===== src/rtl/mem_arbiter_pkg.sv =====
// mem_arbiter_pkg: shared types and defaults for the fetch/load-store memory arbiter
package mem_arbiter_pkg;
    typedef enum logic [1:0] {IDLE, BUSY_I, BUSY_D} mem_arb_state;
    typedef struct packed {
        logic        valid;
        logic [31:0] addr;
        logic [31:0] wdata;
        logic [3:0]  wstrb;
    } mem_req_type;
    localparam int MAX_DBURST_DEF = 4;
endpackage


===== src/rtl/mem_arbiter_if.sv =====
// mem_arbiter_if: fetch, load/store and memory bus signals; slave = arbiter view, master = environment view
interface mem_arbiter_if;
    logic        imem_valid;
    logic [31:0] imem_addr;
    logic        imem_ready;
    logic [31:0] imem_rdata;
    logic        dmem_valid;
    logic [31:0] dmem_addr;
    logic [31:0] dmem_wdata;
    logic [3:0]  dmem_wstrb;
    logic        dmem_ready;
    logic [31:0] dmem_rdata;
    logic        mem_valid;
    logic        mem_instr;
    logic [31:0] mem_addr;
    logic [31:0] mem_wdata;
    logic [3:0]  mem_wstrb;
    logic        mem_ready;
    logic [31:0] mem_rdata;
    modport slave (
        input  imem_valid, imem_addr, dmem_valid, dmem_addr, dmem_wdata, dmem_wstrb, mem_ready, mem_rdata,
        output imem_ready, imem_rdata, dmem_ready, dmem_rdata, mem_valid, mem_instr, mem_addr, mem_wdata, mem_wstrb
    );
    modport master (
        output imem_valid, imem_addr, dmem_valid, dmem_addr, dmem_wdata, dmem_wstrb, mem_ready, mem_rdata,
        input  imem_ready, imem_rdata, dmem_ready, dmem_rdata, mem_valid, mem_instr, mem_addr, mem_wdata, mem_wstrb
    );
endinterface


===== src/rtl/mem_req_buffer.sv =====
// mem_req_buffer: one pending request slot; cand is the held request, or the incoming one when empty
//   clock, reset (sync, active low); in_*: incoming request; clear: drop slot after its response; cand: arbitration view
module mem_req_buffer
    import mem_arbiter_pkg::*;
(
    input  logic        clock,
    input  logic        reset,
    input  logic        in_valid,
    input  logic [31:0] in_addr,
    input  logic [31:0] in_wdata,
    input  logic [3:0]  in_wstrb,
    input  logic        clear,
    output mem_req_type cand
);
    mem_req_type slot;
    always_ff @(posedge clock) begin
        if (!reset) slot <= '0;
        else if (clear) slot <= '0;
        else if (in_valid && !slot.valid) slot <= {1'b1, in_addr, in_wdata, in_wstrb};
    end
    assign cand = slot.valid ? slot : {in_valid, in_addr, in_wdata, in_wstrb};
    assert property (@(posedge clock) reset && in_valid |-> !slot.valid)
        else $error("mem_req_buffer: new request while one is pending, dropped");
endmodule


===== src/rtl/mem_arbiter.sv =====
// mem_arbiter: shares one memory port between fetch and load/store, dmem priority with a starvation cap
//   clock, reset (sync, active low); bus.imem_*/bus.dmem_*: requester side; bus.mem_*: memory side
module mem_arbiter
    import mem_arbiter_pkg::*;
#(
    parameter int MAX_DBURST = MAX_DBURST_DEF
) (
    input logic          clock,
    input logic          reset,
    mem_arbiter_if.slave bus
);
    localparam int CW = $clog2(MAX_DBURST + 1);
    localparam logic [CW-1:0] DMAX = CW'(MAX_DBURST);
    mem_arb_state  state;
    logic [CW-1:0] dcnt;
    mem_req_type   i_req, d_req;
    logic          grant_d, i_done, d_done;
    assign i_done  = state == BUSY_I && bus.mem_ready;
    assign d_done  = state == BUSY_D && bus.mem_ready;
    // dcnt counts dmem grants taken while fetch was waiting; at the cap fetch wins
    assign grant_d = d_req.valid && !(i_req.valid && dcnt == DMAX);
    mem_req_buffer u_ibuf (
        .clock(clock), .reset(reset), .in_valid(bus.imem_valid), .in_addr(bus.imem_addr),
        .in_wdata(32'h0), .in_wstrb(4'h0), .clear(i_done), .cand(i_req)
    );
    mem_req_buffer u_dbuf (
        .clock(clock), .reset(reset), .in_valid(bus.dmem_valid), .in_addr(bus.dmem_addr),
        .in_wdata(bus.dmem_wdata), .in_wstrb(bus.dmem_wstrb), .clear(d_done), .cand(d_req)
    );
    always_ff @(posedge clock) begin
        if (!reset) begin
            state          <= IDLE;
            dcnt           <= '0;
            bus.mem_valid  <= 1'b0;
            bus.mem_instr  <= 1'b0;
            bus.mem_addr   <= '0;
            bus.mem_wdata  <= '0;
            bus.mem_wstrb  <= '0;
            bus.imem_ready <= 1'b0;
            bus.imem_rdata <= '0;
            bus.dmem_ready <= 1'b0;
            bus.dmem_rdata <= '0;
        end else begin
            bus.imem_ready <= i_done;
            bus.imem_rdata <= i_done ? bus.mem_rdata : '0;
            bus.dmem_ready <= d_done;
            bus.dmem_rdata <= d_done ? bus.mem_rdata : '0;
            case (state)
                IDLE: begin
                    if (grant_d) begin
                        state         <= BUSY_D;
                        dcnt          <= i_req.valid ? (dcnt == DMAX ? dcnt : dcnt + 1'b1) : '0;
                        bus.mem_valid <= 1'b1;
                        bus.mem_instr <= 1'b0;
                        bus.mem_addr  <= d_req.addr;
                        bus.mem_wdata <= d_req.wdata;
                        bus.mem_wstrb <= d_req.wstrb;
                    end else if (i_req.valid) begin
                        state         <= BUSY_I;
                        dcnt          <= '0;
                        bus.mem_valid <= 1'b1;
                        bus.mem_instr <= 1'b1;
                        bus.mem_addr  <= i_req.addr;
                        bus.mem_wdata <= i_req.wdata;
                        bus.mem_wstrb <= i_req.wstrb;
                    end
                end
                BUSY_I, BUSY_D: begin
                    if (bus.mem_ready) begin
                        state         <= IDLE;
                        bus.mem_valid <= 1'b0;
                        bus.mem_instr <= 1'b0;
                    end
                end
                default: state <= IDLE;
            endcase
        end
    end
endmodule


===== src/flat_wrapper.sv =====
// flat-port wrapper written by rule: the top's interface ports become plain ports
module mem_arbiter_flat import mem_arbiter_pkg::*;
#(
    parameter int MAX_DBURST = MAX_DBURST_DEF
)
  (clock, reset, bus_imem_valid, bus_imem_addr, bus_dmem_valid, bus_dmem_addr, bus_dmem_wdata, bus_dmem_wstrb, bus_mem_ready, bus_mem_rdata, bus_imem_ready, bus_imem_rdata, bus_dmem_ready, bus_dmem_rdata, bus_mem_valid, bus_mem_instr, bus_mem_addr, bus_mem_wdata, bus_mem_wstrb);
  mem_arbiter_if bus_i ();
  input logic clock;
  input logic reset;
  input wire logic [$bits(bus_i.imem_valid)-1:0] bus_imem_valid;
  input wire logic [$bits(bus_i.imem_addr)-1:0] bus_imem_addr;
  input wire logic [$bits(bus_i.dmem_valid)-1:0] bus_dmem_valid;
  input wire logic [$bits(bus_i.dmem_addr)-1:0] bus_dmem_addr;
  input wire logic [$bits(bus_i.dmem_wdata)-1:0] bus_dmem_wdata;
  input wire logic [$bits(bus_i.dmem_wstrb)-1:0] bus_dmem_wstrb;
  input wire logic [$bits(bus_i.mem_ready)-1:0] bus_mem_ready;
  input wire logic [$bits(bus_i.mem_rdata)-1:0] bus_mem_rdata;
  output wire logic [$bits(bus_i.imem_ready)-1:0] bus_imem_ready;
  output wire logic [$bits(bus_i.imem_rdata)-1:0] bus_imem_rdata;
  output wire logic [$bits(bus_i.dmem_ready)-1:0] bus_dmem_ready;
  output wire logic [$bits(bus_i.dmem_rdata)-1:0] bus_dmem_rdata;
  output wire logic [$bits(bus_i.mem_valid)-1:0] bus_mem_valid;
  output wire logic [$bits(bus_i.mem_instr)-1:0] bus_mem_instr;
  output wire logic [$bits(bus_i.mem_addr)-1:0] bus_mem_addr;
  output wire logic [$bits(bus_i.mem_wdata)-1:0] bus_mem_wdata;
  output wire logic [$bits(bus_i.mem_wstrb)-1:0] bus_mem_wstrb;
  assign bus_i.imem_valid = bus_imem_valid;
  assign bus_i.imem_addr = bus_imem_addr;
  assign bus_i.dmem_valid = bus_dmem_valid;
  assign bus_i.dmem_addr = bus_dmem_addr;
  assign bus_i.dmem_wdata = bus_dmem_wdata;
  assign bus_i.dmem_wstrb = bus_dmem_wstrb;
  assign bus_i.mem_ready = bus_mem_ready;
  assign bus_i.mem_rdata = bus_mem_rdata;
  assign bus_imem_ready = bus_i.imem_ready;
  assign bus_imem_rdata = bus_i.imem_rdata;
  assign bus_dmem_ready = bus_i.dmem_ready;
  assign bus_dmem_rdata = bus_i.dmem_rdata;
  assign bus_mem_valid = bus_i.mem_valid;
  assign bus_mem_instr = bus_i.mem_instr;
  assign bus_mem_addr = bus_i.mem_addr;
  assign bus_mem_wdata = bus_i.mem_wdata;
  assign bus_mem_wstrb = bus_i.mem_wstrb;
  mem_arbiter #(.MAX_DBURST(MAX_DBURST)) u_core (.clock(clock), .reset(reset), .bus(bus_i));
endmodule

===== config.mk =====
export PLATFORM = sky130hd
export DESIGN_NAME = mem_arbiter_flat
export DESIGN_NICKNAME = d
export VERILOG_FILES = /design/src/rtl/mem_arbiter_pkg.sv /design/src/rtl/mem_arbiter_if.sv /design/src/rtl/mem_req_buffer.sv /design/src/rtl/mem_arbiter.sv /design/src/flat_wrapper.sv
export SDC_FILE = /design/constraint.sdc
export NUM_CORES = 1
export LEC_CHECK = 0
export ABC_CLOCK_PERIOD_IN_PS = 1700
export CAP_MARGIN = 40
export CORE_ASPECT_RATIO = 1.75
export CORE_MARGIN = 3
export CORE_UTILIZATION = 43
export CTS_CLUSTER_DIAMETER = 30
export CTS_CLUSTER_SIZE = 16
export DETAILED_ROUTE_END_ITERATION = 10
export HOLD_SLACK_MARGIN = 0.05
export PLACE_DENSITY = 0.84
export SKIP_CTS_REPAIR_TIMING = 1
export SYNTH_ARGS = -nofsm -noshare
export SYNTH_HDL_FRONTEND = slang
export SYNTH_SLANG_ARGS = --single-unit

===== constraint.sdc =====
create_clock -name clock -period 1.7 [get_ports clock]
set_clock_uncertainty 0.1 [all_clocks]
set_input_delay 0.255 -clock clock [delete_from_list [all_inputs] [get_ports clock]]
set_output_delay 0.255 -clock clock [all_outputs]
set_load 0.1 [all_outputs]

==> impl_results.md, run 1 <==
- Reg-to-reg setup timing slack: about 0.036 ns
- H-tree depth reported by CTS: 2
- IO buf count: 272
- Number of cells traversed by the worst register-to-register path: 6
- Fill count: about 1400
- Number of placed I/O pins: roughly 270
- Largest stage delay on the critical path: between 0.3 and 0.4 ns
- Required time worst endpoint: ~2 ns
- Static Leakage: approximately 6.1 nW
- CP max stage cell: sky130_fd_sc_hd__dfxtp_4
- Final Core Density: 0.723
- Clk sinks: 243
- Final routed wire length divided by cell count: around 18 µm
- Fraction of synthesis flops using an asynchronous set or reset pin: 0
- Pwr Density: roughly 1300 nW/µm²
- Fraction of final layout cells with drive strength greater than 1: 0.226
- Total routed wirelength: 30.0 mm
- Largest net degree at the start of global routing: 40
- Top achievable clock speed: 601 MHz
- Ratio of final minimum period to clock period: 0.979
- Clock slew at the register clock pins of the worst setup and hold paths: 0.05 ns
- First-pass detailed-route iteration total: 5
- Area delta synth->final: 65.1%
- Global Route Usage Sum: 0.239
- Worst Max-Slew Pin Slew: around 0.33 ns
- Initial antenna violation count: 2
- Drc violations: 0
- Startpoint-to-endpoint class of the critical path: reg -> reg
- Total power: ~20 mW
- Row cnt: 71
- Cell taking the most area after synthesis: sky130_fd_sc_hd__dfxtp_1
- Die Area: around 24000 µm²
- Result of the run: finished, final reports clean
- Sequential share of the synthesized area: 0.517
- Syn_nets: 1189
- Post-synthesis sequential element count: 243
- Ys Warns: 0
- Number of vias per cell: approximately 5.2
- Shortest clock period the worst path allows after layout: roughly 1.7 ns
- Final Setup Violations: 0
- Most common cell after layout, fill and taps aside: sky130_fd_sc_hd__nand2_1
- CP Cell Sequence: o41ai_4 -> buf_4 -> a21oi_4 -> buf_12 -> clkbuf_16 -> a211oi_1
- Share of the synthesized area in the top cell type: 0.517
- Post-Syn Instances: approximately 1000
- First-pass GRT wire length: 46.0 mm
- Max cap viols: 0
- Final hold violation count: 0
- Post-Syn Area: approximately 9400 µm²
- Critical path data arrival time: roughly 2 ns
- Clock root buffer master: sky130_fd_sc_hd__clkbuf_16
- Starting density of the core: 0.438
- Type of the tightest min-delay check: in -> reg
- Max Fanout on Critical Path: 6
- Synth area leaders: sky130_fd_sc_hd__dfxtp_1, sky130_fd_sc_hd__nand2_1, sky130_fd_sc_hd__mux2i_1
- Number of buffers on the longest clock path: 3
- Clock tree from TritonCTS: done
- Rel. slew slack: 0.780
- Layout net count: about 1500
- Post-route ant nets: 0
- Die boundary height: 202 µm
- Weighted congestion reported at the end of routability-driven placement: 0.864
- Hold Path Stages: 4
- Total vias in the final route: 8600
- Most frequent cells in the layout: sky130_fd_sc_hd__nand2_1, sky130_fd_sc_hd__dfxtp_1, sky130_fd_sc_hd__buf_12, sky130_fd_sc_hd__clkdlybuf4s50_1
- Number of clock buffers inserted by TritonCTS: 35
- Slew Viols, Final: 0
- Worst IR Drop VDD: between 1000 and 1500 µV
- Core area: approximately 21000 µm²
- Congestion Overflow GR: 0
- Endpoint class of the critical path: flop
- Predominant post-synthesis flop cell: sky130_fd_sc_hd__dfxtp_1
- Synthesized area divided by synthesized cell count: approximately 9 µm²
- Die X: between 100 and 150 µm
- DRC marker count from the first detailed-route iteration: just over 500
- Post-synth EDFFs: 0
- Count of unique library cells instantiated by Yosys: 34
- Element type at the critical path start: flop
- Detailed-placement wirelength estimate: approximately 20 mm
- Via count of the first global-routing pass: ~8700
- Insertion delay of the later-clocked pin in the worst-skew pair: approximately 0.49 ns
==> stage by stage <==
stage	instances	area [µm²]	TNS, ns	hold WS, ns	worst slack (ns)
6_report	1639	15500	0	0.220	0.0362
5_1_grt	1639	15500	-0.492	0.226	-0.0479
4_1_cts	1631	15400	-1.59	0.205	-0.0881
3_5_place_dp	1568	14100	-28.94	0.346	-0.372
3_3_place_gp	1568	14100	-18.80	0.337	-0.248
2_1_floorplan	1046	9410	0	0.277	0.0222
==> state kept, by name, summed over array words and instances (netlist names), 2 cells and up <==
signal / count
u_core.u_ibuf.slot: 33
u_core.u_dbuf.slot: 69
u_core.bus.mem_addr: 32
u_core.bus.mem_wdata: 32
u_core.bus.dmem_rdata: 32
u_core.bus.imem_rdata: 32
u_core.bus.mem_wstrb: 4
u_core.dcnt: 3
u_core.state: 2
==> logic make-up after synthesis <==
family / synth area share
AND/OR/NAND/NOR: 0.190
multiplexers: 0.113
AO/OA/AOI/OAI: 0.134
buffers and inverters: 0.0385
adder cells (fa/ha/maj): 0.00797
flip-flops: 0.517
==> cell type report <==
class                      count  area, µm²  area share
timing repair buffer         313       4720       0.303
inverter                       6       22.5     0.00145
antenna                        2       5.00    0.000322
sequential                   243       4870       0.314
multi-input combinational    720       4270       0.275
clock inverter                22        323      0.0208
clock buffer                  41        971      0.0625
tap                          292        365      0.0235
==> path summary, 6_finish.rpt <==
path	startpoint	endpoint
worst max-delay path	u_core.u_ibuf.slot[68]	u_core.bus.mem_addr[19]
worst min-delay path	reset	u_core.dcnt[0]
worst min register to register	u_core.u_dbuf.slot[32]	u_core.u_dbuf.slot[32]
worst max register to register	u_core.u_ibuf.slot[68]	u_core.bus.mem_addr[19]
==> cell usage after synthesis (2+ instances only) <==
library cell               count
sky130_fd_sc_hd__a211oi_1     22
sky130_fd_sc_hd__a211oi_2     10
sky130_fd_sc_hd__a21oi_1     101
sky130_fd_sc_hd__a21oi_2       2
sky130_fd_sc_hd__a32oi_1       2
sky130_fd_sc_hd__and2_1      101
sky130_fd_sc_hd__and3_1        2
sky130_fd_sc_hd__buf_2        21
sky130_fd_sc_hd__buf_4         2
sky130_fd_sc_hd__buf_6         2
sky130_fd_sc_hd__clkbuf_1     49
sky130_fd_sc_hd__clkbuf_2      2
sky130_fd_sc_hd__dfxtp_1     243
sky130_fd_sc_hd__ha_1          6
sky130_fd_sc_hd__inv_1         6
sky130_fd_sc_hd__mux2_2       32
sky130_fd_sc_hd__mux2i_1      70
sky130_fd_sc_hd__nand2_1     244
sky130_fd_sc_hd__nand2b_1      5
sky130_fd_sc_hd__nor2_1       37
sky130_fd_sc_hd__nor2b_1       6
sky130_fd_sc_hd__o21ai_0      68
sky130_fd_sc_hd__or2_2         2
==> metal layers <==
layer  share of wire  track usage  vias to the layer above
li1                -            -                     4037
met1            0.35        0.246                     4119
met2            0.55        0.457                      356
met3           0.055       0.0444                       88
met4           0.046        0.115                        0
met5               0            0                        -
==> power by group <==
group          internal [mW]  switching (mW)
sequential              6.15           0.413
combinational           2.18            3.34
clock                   5.19            2.66
==> worst max-delay path, delay by kind of cell (launching register included) <==
family,cells,cell delay (ns)
buffers and inverters,3,0.49
flip-flops,1,0.38
AO/OA/AOI/OAI,3,0.62
Note: power is estimated with default switching activity, not from simulation.
==> run 2, diff against run 1 <==
--- a/config.mk
+++ b/config.mk
@@ -6,7 +6,6 @@
 export NUM_CORES = 1
 export LEC_CHECK = 0
 export ABC_CLOCK_PERIOD_IN_PS = 1700
-export CAP_MARGIN = 40
 export CORE_ASPECT_RATIO = 1.75
 export CORE_MARGIN = 3
 export CORE_UTILIZATION = 43
==> results of run 2 <==
No change in the layout: final DEF, timing and power equal those of run 1.
==> run 3, diff against run 2 <==
--- a/config.mk
+++ b/config.mk
@@ -8,12 +8,13 @@
 export ABC_CLOCK_PERIOD_IN_PS = 1700
 export CORE_ASPECT_RATIO = 1.75
 export CORE_MARGIN = 3
-export CORE_UTILIZATION = 43
+export CORE_UTILIZATION = 25
 export CTS_CLUSTER_DIAMETER = 30
 export CTS_CLUSTER_SIZE = 16
 export DETAILED_ROUTE_END_ITERATION = 10
 export HOLD_SLACK_MARGIN = 0.05
-export PLACE_DENSITY = 0.84
+export PLACE_DENSITY = 0.57
+export RECOVER_POWER = 100
 export SKIP_CTS_REPAIR_TIMING = 1
 export SYNTH_ARGS = -nofsm -noshare
 export SYNTH_HDL_FRONTEND = slang
==> run 3 against run 2 <==
  * Register-to-register slack better by 0.02 ns
  * Final cell count up 13%
  * Non-clock buffer count up 17
  * Global-route usage down 9.6 points
  * Sequential power down 2%
  * Hold slack worse by 0.0062 ns
  * Cell area down 7.2%
  * Setup slack better by 0.018 ns
  * Via count down 4.5%
  * Combinational power down 6.7%
  * First-iteration DRC count down 49%
==> impl_results.md, run 3 (same netlist as run 1, synthesis figures left out) <==
- Rel. slew slack: 0.768 (was 0.780)
- Reg-to-reg setup timing slack: 0.05 ns (was 0.04 ns)
- Largest stage delay on the critical path: 0.32 ns (was 0.38 ns)
- Critical path data arrival time: 1.97 ns (about the same)
- Total negative slack for setup checks: 0 ns (unchanged)
- Number of clock buffers inserted by TritonCTS: 40 (was 35)
- Comb power frac: 0.259 (was 0.277)
- Clock share of power: 0.420 (was 0.394)
- Number of vias per cell: 4.44 (was 5.25)
- Via count of the first global-routing pass: 8098 (was 8742)
- Insertion delay of the later-clocked pin in the worst-skew pair: 0.51 ns (was 0.49 ns)
- Largest registers ranked by flip-flop count: u_core.u_dbuf.slot x69, u_core.u_ibuf.slot x33 (unchanged)
- P_int: 13.2 mW (was 13.5 mW)
- Worst path bufs/invs: 5 (was 3)
- Congestion Overflow GR: 0 (unchanged)
- Row cnt: 93 (was 71)
- Result of the run: finished, final reports clean (unchanged)
- Launch point of the critical path: u_core.state[1] (was u_core.u_ibuf.slot[68])
- Core area: 37000 µm² (was 21500 µm²)
- Worst IR Drop VDD: 825 µV (was 1140 µV)
- First-pass detailed-route iteration total: 6 (was 5)
- Number of buffers on the longest clock path: 3 (unchanged)
- Die boundary height: 263 µm (was 202 µm)
- Slew Viols, Final: 0 (unchanged)
- Element type at the critical path start: flop (unchanged)
- Clock slew at the register clock pins of the worst setup and hold paths: 0.06 ns (was 0.05 ns)
- Total vias in the final route: 8216 (was 8600)
- Max cap viols: 0 (unchanged)
- Fraction of final layout cells with drive strength greater than 1: 0.244 (was 0.226)
- Hold Slack: 0.214 ns (was 0.220 ns)
- Endpoint of the lowest-slack register-to-register path: u_core.bus.mem_addr[14] (was u_core.bus.mem_addr[19])
- Stages on the worst setup path: 9 (was 6)
- Starting density of the core: 0.254 (was 0.438)
- Clock root buffer master: sky130_fd_sc_hd__clkbuf_16 (unchanged)
- Placed instance area: 14400 µm² (was 14100 µm²)
- H-tree depth reported by CTS: 2 (unchanged)
- IO buf count: 272 (unchanged)
- First-pass GRT wire length: 45.5 mm (was 46.0 mm)
- Ratio of final minimum period to clock period: 0.968 (was 0.979)
- Part of the total power dissipated in sequential elements: 0.321 (was 0.329)
- Die Area: 40100 µm² (was 23800 µm²)
- Final hold violation count: 0 (unchanged)
- Drc violations: 0 (unchanged)
- Top achievable clock speed: 608 MHz (was 601 MHz)
- Most frequent cells in the layout: sky130_fd_sc_hd__nand2_1, sky130_fd_sc_hd__dfxtp_1, sky130_fd_sc_hd__clkbuf_4, sky130_fd_sc_hd__clkdlybuf4s50_1, sky130_fd_sc_hd__a21oi_1 (was sky130_fd_sc_hd__nand2_1, sky130_fd_sc_hd__dfxtp_1, sky130_fd_sc_hd__buf_12, sky130_fd_sc_hd__clkdlybuf4s50_1)
- Die X: 153 µm (was 118 µm)
- Critical path's most frequent cell: sky130_fd_sc_hd__buf_6
- Area of all placed cells without fillers: 14400 µm² (was 15500 µm²)
- CP max stage cell: sky130_fd_sc_hd__dfxtp_2 (was sky130_fd_sc_hd__dfxtp_4)
- Initial antenna violation count: 5 (was 2)
- Global Route Usage Sum: 0.143 (was 0.239)
- Max Fanout on Critical Path: 10 (was 6)
- Register name with the most flops: u_core.u_dbuf.slot (unchanged)
- DRC marker count from the first detailed-route iteration: 264 (was 515)
- CP delay by family, top: buffers and inverters (was compound AO/OA/AOI/OAI gates)
- Type of the tightest min-delay check: in -> reg (unchanged)
- Static Leakage: 5.79 nW (was 6.13 nW)
- NetSw: 6.73 mW (was 6.41 mW)
- Share of total power consumed by net switching: 0.338 (was 0.322)
- Total routed wirelength: 32.0 mm (was 30.0 mm)
- Layout net count: 1484 (was 1462)
- Post-route ant nets: 0 (unchanged)
- Area delta synth->final: 53.2% (was 65.1%)
- Endpoint class of the critical path: flop (unchanged)
- Weighted congestion reported at the end of routability-driven placement: 0.792 (was 0.864)
- Clk sinks: 243 (unchanged)
- Most common cell after layout, fill and taps aside: sky130_fd_sc_hd__nand2_1 (unchanged)
- CP Cell Sequence: inv_2 -> ha_4 -> buf_6 -> clkinvlp_4 -> a21oi_4 -> buf_6 -> clkbuf_16 -> nor2_1 -> a211oi_1 (was o41ai_4 -> buf_4 -> a21oi_4 -> buf_12 -> clkbuf_16 -> a211oi_1)
- Detailed-placement wirelength estimate: 21.9 mm (was 20.4 mm)
- Final Setup Violations: 0 (unchanged)
- Largest net degree at the start of global routing: 37 (was 40)
- Worst Max-Slew Pin Slew: 0.350 ns (was 0.330 ns)
- Shortest clock period the worst path allows after layout: 1.65 ns (was 1.66 ns)
- Pwr Density: 1380 nW/µm² (was 1280 nW/µm²)
- Startpoint-to-endpoint class of the critical path: reg -> reg (unchanged)
- CP Capture Point: u_core.bus.mem_addr[14] (was u_core.bus.mem_addr[19])
- Origin of the critical flop-to-flop path: u_core.state[1] (was u_core.u_ibuf.slot[68])
- Max FFs per register: 69 (unchanged)
- Clock tree from TritonCTS: done (unchanged)
- Final routed wire length divided by cell count: 17.3 µm (was 18.3 µm)
- Number of cells traversed by the worst register-to-register path: 9 (was 6)
- Number of placed I/O pins: 273 (unchanged)
- Required time worst endpoint: 2.03 ns (was 2.00 ns)
## run 3: layer usage
metal / part of all wire / track usage
met1: 0.37 / 0.143
met4: 0.038 / 0.0656
met5: 0.00097 / 0
met2: 0.54 / 0.275
met3: 0.045 / 0.0325
## run 3: power by group through the flow
stage          clock network [mW]  registers, mW  logic (mW)
2_1_floorplan                   0           8.36        1.37
6_report                     8.35           6.40        5.15
5_1_grt                      8.80           6.45        5.43
3_3_place_gp                    0           6.66        5.43
3_5_place_dp                    0           6.67        5.48
4_1_cts                      8.58           6.55        5.49
## run 3: worst register-to-register path: stages, from the launching register on
cell and delay, ns:
sky130_fd_sc_hd__dfxtp_2 0.32, sky130_fd_sc_hd__inv_2 0.07, sky130_fd_sc_hd__ha_4 0.15, sky130_fd_sc_hd__buf_6 0.11
sky130_fd_sc_hd__clkinvlp_4 0.12, sky130_fd_sc_hd__a21oi_4 0.16, sky130_fd_sc_hd__buf_6 0.14, sky130_fd_sc_hd__clkbuf_16 0.16
sky130_fd_sc_hd__nor2_1 0.04, sky130_fd_sc_hd__a211oi_1 0.19
## run 3: cell type report
class / instances / area (µm²)
Antenna cell: 3 / 7.51
Clock buffer: 48 / 1100
Clock inverter: 24 / 302
Fill cell: 3665 / 22600
Inverter: 6 / 26.3
Multi-Input combinational cell: 720 / 4320
Sequential cell: 243 / 4870
Tap cell: 475 / 594
Timing Repair Buffer: 330 / 3200
## run 3: per-stage QoR
step	instances	power, mW	util	worst slack (ns)
5_1_grt	1848	20.7	0.390	-0.0381
6_report	1849	19.9	0.390	0.0542
3_5_place_dp	1759	12.1	0.389	-0.377
3_3_place_gp	1759	12.1	0.389	-0.349
2_1_floorplan	1046	9.72	-	0.0222
4_1_cts	1831	20.6	0.427	-0.0604
## run 3: worst min path at each step
stage	depth (start not counted)	startpoint	slack, ns	to
after global placement	2	u_core.u_dbuf.slot[38]	0.34	u_core.u_dbuf.slot[38]
after CTS	2	reset	-0.01	u_core.bus.mem_wstrb[0]
final	3	bus_dmem_wdata[18]	0.21	u_core.u_dbuf.slot[22]
after floorplan	1	bus_mem_rdata[0]	0.28	u_core.bus.dmem_rdata[0]
after global routing	2	bus_mem_rdata[24]	0.20	u_core.bus.dmem_rdata[24]
after detailed placement	2	u_core.u_dbuf.slot[66]	0.34	u_core.u_dbuf.slot[66]
